File: config.mk
export PLATFORM = sky130hd
export DESIGN_NAME = adder_arb
export DESIGN_NICKNAME = d
export VERILOG_FILES = /design/src/rtl/adder_arb.sv
export SDC_FILE = /design/constraint.sdc
export NUM_CORES = 1
export LEC_CHECK = 0
export CAP_MARGIN = 20
export CORE_MARGIN = 3
export CORE_UTILIZATION = 35
export CTS_CLUSTER_SIZE = 10
export DETAILED_ROUTE_END_ITERATION = 6
export PLACE_DENSITY_LB_ADDON = 0.2
export SYNTH_ARGS = -nofsm -noshare
export SYNTH_HDL_FRONTEND = slang
export SYNTH_SLANG_ARGS = --single-unit
File: constraint.sdc
create_clock -name clk -period 2.8 [get_ports clk]
set_clock_uncertainty 0.1 [all_clocks]
set_input_delay 0.28 -clock clk [delete_from_list [all_inputs] [get_ports clk]]
set_output_delay 0.28 -clock clk [all_outputs]
set_load 0.01 [all_outputs]
File: src/rtl/adder_arb.sv
// adder_arb -- two-requester round-robin front end for a shared pipelined adder.
//
// Requesters hand over operand pairs with a valid/ready handshake. The winner's
// operands are registered onto the adder issue port. A valid/tag pipeline tracks
// each operation so that the adder result, arriving ADD_LAT cycles after issue,
// is registered back to the requester that issued it. flush stops new grants
// and lets the in-flight operations drain before the block halts.
//
// Parameters
//   WIDTH    operand / sum width
//   ADD_LAT  adder latency in cycles from add_vld to add_sum/add_co (1..8)
// Ports
//   clk                          single clock, rising edge
//   rst                          asynchronous reset, active low
//   req0_vld/req1_vld            requester operand valid
//   req0_rdy/req1_rdy            requester ready (combinational)
//   req0_a/b, req1_a/b           requester operands
//   add_a/add_b/add_vld          registered issue to the shared adder
//   add_sum/add_co               adder result, valid ADD_LAT cycles after add_vld
//   rsp0_vld/rsp1_vld            registered one-cycle response strobes
//   rsp_sum/rsp_co               registered response data (shared)
//   flush                        stop issuing and drain
//   idle                         nothing in flight and nothing waiting
//   gnt0_cnt/gnt1_cnt            per-requester transfer counters, 16-bit wrapping
//                                (present only when ADDER_ARB_STATS_EN is defined)
module adder_arb #(
    parameter int WIDTH   = 16,
    parameter int ADD_LAT = 2
) (
    input  logic             clk,
    input  logic             rst,
    input  logic             req0_vld,
    input  logic             req1_vld,
    output logic             req0_rdy,
    output logic             req1_rdy,
    input  logic [WIDTH-1:0] req0_a,
    input  logic [WIDTH-1:0] req0_b,
    input  logic [WIDTH-1:0] req1_a,
    input  logic [WIDTH-1:0] req1_b,
    output logic [WIDTH-1:0] add_a,
    output logic [WIDTH-1:0] add_b,
    output logic             add_vld,
    input  logic [WIDTH-1:0] add_sum,
    input  logic             add_co,
    output logic             rsp0_vld,
    output logic             rsp1_vld,
    output logic [WIDTH-1:0] rsp_sum,
    output logic             rsp_co,
    input  logic             flush,
    output logic             idle
`ifdef ADDER_ARB_STATS_EN
    ,
    output logic [15:0]      gnt0_cnt,
    output logic [15:0]      gnt1_cnt
`endif
);

    // Wide enough for every issue still awaiting its response (ADD_LAT+1 max).
    localparam int CW = $clog2(ADD_LAT + 2) + 1;

    typedef enum logic [1:0] {RUN, DRAIN, HALT} state_t;

    state_t             state, state_nxt;
    logic               last_gnt;   // 1: req1 was granted last
    logic               win0, win1, grant_ok;
    logic               xfer0, xfer1, xfer;
    logic               add_tag;    // requester id of the op currently on add_*
    logic [ADD_LAT-1:0] vpipe;      // valid, one stage per adder cycle after issue
    logic [ADD_LAT-1:0] tpipe;      // requester id travelling with vpipe
    logic               rsp_fire;
    logic [CW-1:0]      inflight;

    // Arbitration: a sole requester wins; on a tie the one not granted last wins.
    always_comb begin
        win0     = req0_vld && (!req1_vld || last_gnt);
        win1     = req1_vld && (!req0_vld || !last_gnt);
        grant_ok = rst && (state == RUN) && !flush;
        req0_rdy = grant_ok && win0;
        req1_rdy = grant_ok && win1;
        xfer0    = req0_vld && req0_rdy;
        xfer1    = req1_vld && req1_rdy;
        xfer     = xfer0 || xfer1;
        rsp_fire = vpipe[ADD_LAT-1];
    end

    always_comb begin
        state_nxt = state;
        unique case (state)
            RUN:     if (flush)             state_nxt = DRAIN;
            DRAIN:   if (inflight == '0)    state_nxt = HALT;
            HALT:    if (!flush)            state_nxt = RUN;
            default:                        state_nxt = RUN;
        endcase
    end

    always_comb begin
        idle = rst && ((state == HALT) ||
                       ((state == RUN) && (inflight == '0) && !req0_vld && !req1_vld));
    end

    always_ff @(posedge clk or negedge rst) begin
        if (!rst) begin
            state    <= RUN;
            last_gnt <= 1'b1;
        end else begin
            state <= state_nxt;
            if (xfer) last_gnt <= xfer1;
        end
    end

    // Issue register: operands hold between issues.
    always_ff @(posedge clk or negedge rst) begin
        if (!rst) begin
            add_a   <= '0;
            add_b   <= '0;
            add_vld <= 1'b0;
            add_tag <= 1'b0;
        end else begin
            add_vld <= xfer;
            if (xfer) begin
                add_a   <= xfer1 ? req1_a : req0_a;
                add_b   <= xfer1 ? req1_b : req0_b;
                add_tag <= xfer1;
            end
        end
    end

    // Stage 0 is loaded from add_vld, so the last stage is high exactly in the
    // cycle the adder presents the matching result.
    always_ff @(posedge clk or negedge rst) begin
        if (!rst) begin
            vpipe <= '0;
            tpipe <= '0;
        end else begin
            vpipe[0] <= add_vld;
            tpipe[0] <= add_tag;
            for (int unsigned i = 1; i < ADD_LAT; i++) begin
                vpipe[i] <= vpipe[i-1];
                tpipe[i] <= tpipe[i-1];
            end
        end
    end

    always_ff @(posedge clk or negedge rst) begin
        if (!rst) begin
            rsp0_vld <= 1'b0;
            rsp1_vld <= 1'b0;
            rsp_sum  <= '0;
            rsp_co   <= 1'b0;
        end else begin
            rsp0_vld <= rsp_fire && !tpipe[ADD_LAT-1];
            rsp1_vld <= rsp_fire &&  tpipe[ADD_LAT-1];
            if (rsp_fire) begin
                rsp_sum <= add_sum;
                rsp_co  <= add_co;
            end
        end
    end

    always_ff @(posedge clk or negedge rst) begin
        if (!rst) begin
            inflight <= '0;
        end else begin
            unique case ({xfer, rsp_fire})
                2'b10:   inflight <= inflight + CW'(1);
                2'b01:   inflight <= inflight - CW'(1);
                default: inflight <= inflight;
            endcase
        end
    end

`ifdef ADDER_ARB_STATS_EN
    always_ff @(posedge clk or negedge rst) begin
        if (!rst) begin
            gnt0_cnt <= '0;
            gnt1_cnt <= '0;
        end else begin
            if (xfer0) gnt0_cnt <= gnt0_cnt + 16'd1;
            if (xfer1) gnt1_cnt <= gnt1_cnt + 16'd1;
        end
    end
`endif

endmodule

==> results.ini, run 1 <==
[timing]
maxSlewViolCount = 0
finalHoldViolations = 0
rsz0062_at_grt = false
slew_headroom_pct = 70.7
fin_crit_sh_pct = 91.6
period_minus_slack_ns = 2.56
finalSetupViolCount = 0
max_freq_mhz = 390
final.setup.worst_slack_ns = 0.236
tns_ns = 0
worstMarginPinSlew_ns = 0.439

[clocking]
cts.sinks = 63
cts_root_buf = clkbuf_8
clockBufferDepth = 2
path_clk_slew_ns = 0.07
numCtsBuffers = 9
htree_levels = 3
post_cts_resize_count = 0
insertion_delay_ns = 0.33
cts_tree = yes
cts_setup_buffers = 0

[grt]
grt_max_degree = 37
grt_pass1_wl_mm = 12.2
overflow = 0
grt_antenna_before_repair = 0
grtUsageTotal_pct = 17.5
grt_pass1_vias = 2537

[layout]
multi_input_area_sq_um = 1110
regArea_sq_um = 1580
final_nets = 491
area_growth_pct = 62.4
drive_gt1_share_pct = 12.0
n_fill_cell = 679
antenna_cells = 0
final_cells = 510
mostFrequentLayoutCells = clkdlybuf4s50_1 (139), dfrtp_1 (62), nor2_1 (36)
final_common_cell = clkdlybuf4s50_1

[placed_design]
dpl.hpwl_mm = 5.55
dp_slack_ns = 0.289
gp_congestion = 0.752
io_buffers = 140
dp.cells = 493

[drt]
dr.first_iter.drc_count = 73
drt_wl_total_mm = 7.82
drc = 0
dr.pass1.iters = 4
wl_per_cell_microns = 15.3
vias = 2569
antenna_left = 0
via_per_inst = 5.04

[yosys]
yosys_warnings = 0
syn_area_per_cell_sq_um = 10.7
ys_seq_area_share_pct = 56.1
ys_types = 31
synth_seq_cells = 63
postSynthCellCount = 263
synth_fp_nets = 351
netlist_top_cells_area = dfrtp_1 (55%), o31ai_1 (8.5%), mux2_2 (6.8%)
synth_top_area_share_pct = 55.2
synthesis.area_sq_um = 2810
yosys.area.top_type = dfrtp_1

[floorplan]
rows = 32
die_w_microns = 95.6
pin_count = 141
core_sq_um = 7770
dieHeight_microns = 95.6
die-area_sq_um = 9150
start_util_pct = 36.2

[worst_hold_path]
hold_depth = 0
hold_path_class = reg2reg

[worst_setup_path]
path_depth = 5
crit_chain = dlygate4sd3_1 -> buf_2 -> buf_4 -> nor3b_1 -> clkdlybuf4s50_1
max_stage_delay_ns = 0.59
arrival_ns = 2.18
cpMaxStageDelayCell = clkdlybuf4s50_1
startpoint_type = input port
rr_worst_depth = 8
crit_buf_inv = 4
worstPathRequired_ns = 2.42
critical_path_class = in2out
end_kind = output pin
cp_max_fo = 28
critPathTopFamily = buffers and inverters

[pwr]
leakage_uw = 0.00189
ir_drop_mv = 0.361
p_per_area_nw_per_um2 = 899

[flow_run]
max_cap_violations = 0

[status]
outcome = complete, no violations

==> timing repair <==
item,CTS,global route
setup endpoints to repair,0,0
hold buffers,1,0
endpoints found under the hold margin,62,0
==> synth_stat cells (all sizes together) <==
cell type / instances
a211oi: 1
a21bo: 1
a21boi: 1
a21o: 1
a21oi: 33
a22o: 1
and2: 1
buf: 12
clkbuf: 10
dfrtp: 62
dfstp: 1
fa: 1
ha: 1
inv: 4
mux2: 17
mux2i: 1
nand2: 3
nor2: 37
nor2b: 2
nor3: 1
nor3b: 1
nor4b: 1
o21ai: 33
o22ai: 1
o31ai: 32
or4b: 1
xnor2: 1
xor2: 2
==> where the power goes <==
group	internal, uW	total, uW	switching, uW
combinational	973	1650	677
clock	600	933	333
sequential	1300	1520	220
==> sequential cells by signal (all words and copies together) (netlist names) <==
signal    count
vpipe         2
last_gnt      1
inflight      3
add_b        16
add_vld       1
rsp_sum      16
tpipe         2
rsp0_vld      1
rsp_co        1
state         2
add_tag       1
rsp1_vld      1
add_a        16
==> cell type report <==
cell class / count / share of cell area (%)
Sequential cell: 63 / 34.5
Clock buffer: 14 / 4.00
Clock inverter: 2 / 1.31
Multi-Input combinational cell: 174 / 24.3
Timing Repair Buffer: 151 / 32.7
Inverter: 4 / 0.329
Tap cell: 102 / 2.79
==> layer usage <==
| metal | vias to the layer above | GRT usage (%) | share of wire [%] |
|---|---|---|---|
| met5 | - | 0 | 0 |
| met4 | 0 | 6.52 | 1.1 |
| met3 | 8 | 7.10 | 11 |
| met2 | 120 | 28.1 | 46 |
| met1 | 1221 | 21.1 | 42 |
| li1 | 1220 | - | - |
==> cell families (layout without fill, tap and decap cells) <==
family                   count (synthesis)  after routing  share of synthesized area, %
AND/OR/NAND/NOR                         47             47                          7.65
flip-flops                              63             63                          56.1
XOR/XNOR                                 3              3                         0.934
adder cells (fa/ha/maj)                  2              2                          1.16
AO/OA/AOI/OAI                          104            104                          22.1
buffers and inverters                   26            171                          4.89
multiplexers                            18             18                          7.16
==> stage by stage <==
step                util (%)  total power (uW)  hold WS [ns]  cell area, sq um
finish                  58.8              4110         0.255              4570
global route            58.8              4370         0.264              4570
CTS                     58.8              4160         0.257              4570
detailed placement      55.6              3210         0.242              4320
global placement        55.6              3160         0.235              4320
floorplan                  -              2250        -0.116              2810
==> worst paths after layout <==
path	startpoint	end	slack (ns)
worst max-delay path	rst	idle	0.24
worst min-delay path	vpipe[0]	vpipe[1]	0.25
worst max register to register	state[1]	inflight[2]	0.76
worst min register to register	vpipe[0]	vpipe[1]	0.25
max in group asynchronous	rst	add_a[13]	1.79
min in group asynchronous	rst	state[0]	0.46
(Power assumes the default switching activity.)
==> run 2: changes to the inputs <==
--- a/config.mk
+++ b/config.mk
@@ -10,6 +10,7 @@
 export CORE_UTILIZATION = 35
 export CTS_CLUSTER_SIZE = 10
 export DETAILED_ROUTE_END_ITERATION = 6
+export GPL_ROUTABILITY_DRIVEN = 0
 export PLACE_DENSITY_LB_ADDON = 0.2
 export SYNTH_ARGS = -nofsm -noshare
 export SYNTH_HDL_FRONTEND = slang
==> results of run 2 <==
Final layout, timing and power as in run 1 (identical DEF).
==> edit, RTL diff (settings of run 1) <==
The option `ADDER_ARB_STATS_EN` is turned on by a define.
--- a/src/rtl/adder_arb.sv
+++ b/src/rtl/adder_arb.sv
@@ -24,4 +24,6 @@
 //   gnt0_cnt/gnt1_cnt            per-requester transfer counters, 16-bit wrapping
 //                                (present only when ADDER_ARB_STATS_EN is defined)
+`define ADDER_ARB_STATS_EN
+
 module adder_arb #(
     parameter int WIDTH   = 16,
Function (old outputs only; new: gnt0_cnt and gnt1_cnt): kept (equiv_simple and equiv_induct, registers matched by name and starting in step).
==> edit against run 1 <==
Combinational power is 9.7% higher. Utilization down 2.6 points. Worst setup slack got worse by 0.088 ns. Worst hold slack worse by 0.0056 ns. Routed wire length grew 32%. Register-to-register slack got worse by 0.20 ns. Total power rose by 24%. Sequential cell count grew 32. Design area rose by 36%. Synthesized area rose by 43%. Critical path type unchanged. Critical endpoint is now req0_rdy.
==> edit: results (changes against run 1) <==
| Metric | Value |
|---|---|
| Post-DP Area | 0.00589 sq mm (was 0.00432 sq mm) |
| WHS | 0.249 ns (was 0.255 ns) |
| Clk Tree Root Cell | clkbuf_16 (was clkbuf_8) |
| Share of layout cells above drive strength 1 | 0.101 (was 0.120) |
| Largest net degree at the start of global routing | 68 (was 37) |
| DP HPWL | 7.64 mm (was 5.55 mm) |
| Post-synthesis mux area share | 0.0476 (was 0.0716) |
| Crit path max fanout | 5 (was 28) |
| Met1 Usage GRT | 0.203 (was 0.211) |
| Top post-synthesis cells by area | dfrtp_1 59%, nand2_1 5.2%, o22ai_1 5.0% (was dfrtp_1 55%, o31ai_1 8.5%, mux2_2 6.8%) |
| GR Util met2 | 0.269 (was 0.281) |
| R2R depth | 6 (was 8) |
| XOR/XNOR Fraction of Synth Area | 0.0738 (was 0.00934) |
| Post-synthesis instance total | 356 (was 263) |
| DR WL/cell | 15.2 microns (was 15.3 microns) |
| Number of global-route vias before repair | 3,298 (was 2,537) |
| Hold Path End | tpipe[1] (was vpipe[1]) |
| Maximum VDD drop | 0.440 mV (was 0.361 mV) |
| Met3 GRT Util | 0.0551 (was 0.0710) |
| Hold path startpoint | tpipe[0] (was vpipe[0]) |
| Sequential area share after synthesis | 0.592 (was 0.561) |
| Non-filler cells in the finished layout | 677 (was 510) |
| Overall routing resource usage | 0.166 (was 0.175) |
| Status | finished, final reports clean (unchanged) |
| Final GP Congestion | 0.728 (was 0.752) |
| Syn_nets | 446 (was 351) |
[edit: how the worst max path moves through the flow]
| stage | start | endpoint | slack [ns] |
|---|---|---|---|
| finish | rst | req0_rdy | 0.15 |
| global route | rst | req0_rdy | 0.006 |
| global placement | flush | req1_rdy | 0.17 |
| CTS | rst | req1_rdy | 0.01 |
| detailed placement | flush | req1_rdy | 0.17 |
| floorplan | state[1] | inflight[1] | 0.66 |
[edit: final cells by class]
type | count | area [sq um]
fill | 979 | 4830
sequential | 95 | 2380
timing repair buffer | 182 | 1800
multi-input combinational | 234 | 1520
clock buffer | 11 | 253
tap | 140 | 175
inverter | 10 | 42.5
clock inverter | 5 | 32.5
[edit: metal layers]
metal  routed length, microns  share of wire
met5                        0              0
met4                      310          0.030
met3                      883          0.086
met2                     4950           0.48
met1                     4160           0.40
[edit: logic make-up (layout without fill, tap and decap cells)]
group | Yosys count | count (layout)
AND/OR/NAND/NOR | 110 | 110
flip-flops | 95 | 95
AO/OA/AOI/OAI | 70 | 70
XOR/XNOR | 33 | 33
buffers and inverters | 27 | 208
multiplexers | 17 | 17
adder cells (fa/ha/maj) | 4 | 4
[edit: repair_timing]
item	CTS	global route
endpoints found under the setup margin	0	1
hold endpoints to repair	10	0
resized for setup	0	1
hold buffers	2	0
[edit: worst max-delay path, cell delays in order]
cell,delay [ns]
dlygate4sd3_1,0.52
buf_4,0.13
nor4b_2,0.41
nand3_1,0.20
inv_1,0.17
clkdlybuf4s50_1,0.56
[edit: power by group through the flow]
stage | clock network (W) | logic [W] | registers, W
floorplan | 0 | 0.000587 | 0.00228
global placement | 0 | 0.00182 | 0.00211
detailed placement | 0 | 0.00184 | 0.00214
CTS | 0.00119 | 0.00185 | 0.00212
global route | 0.00124 | 0.00198 | 0.00218
finish | 0.00115 | 0.00181 | 0.00211
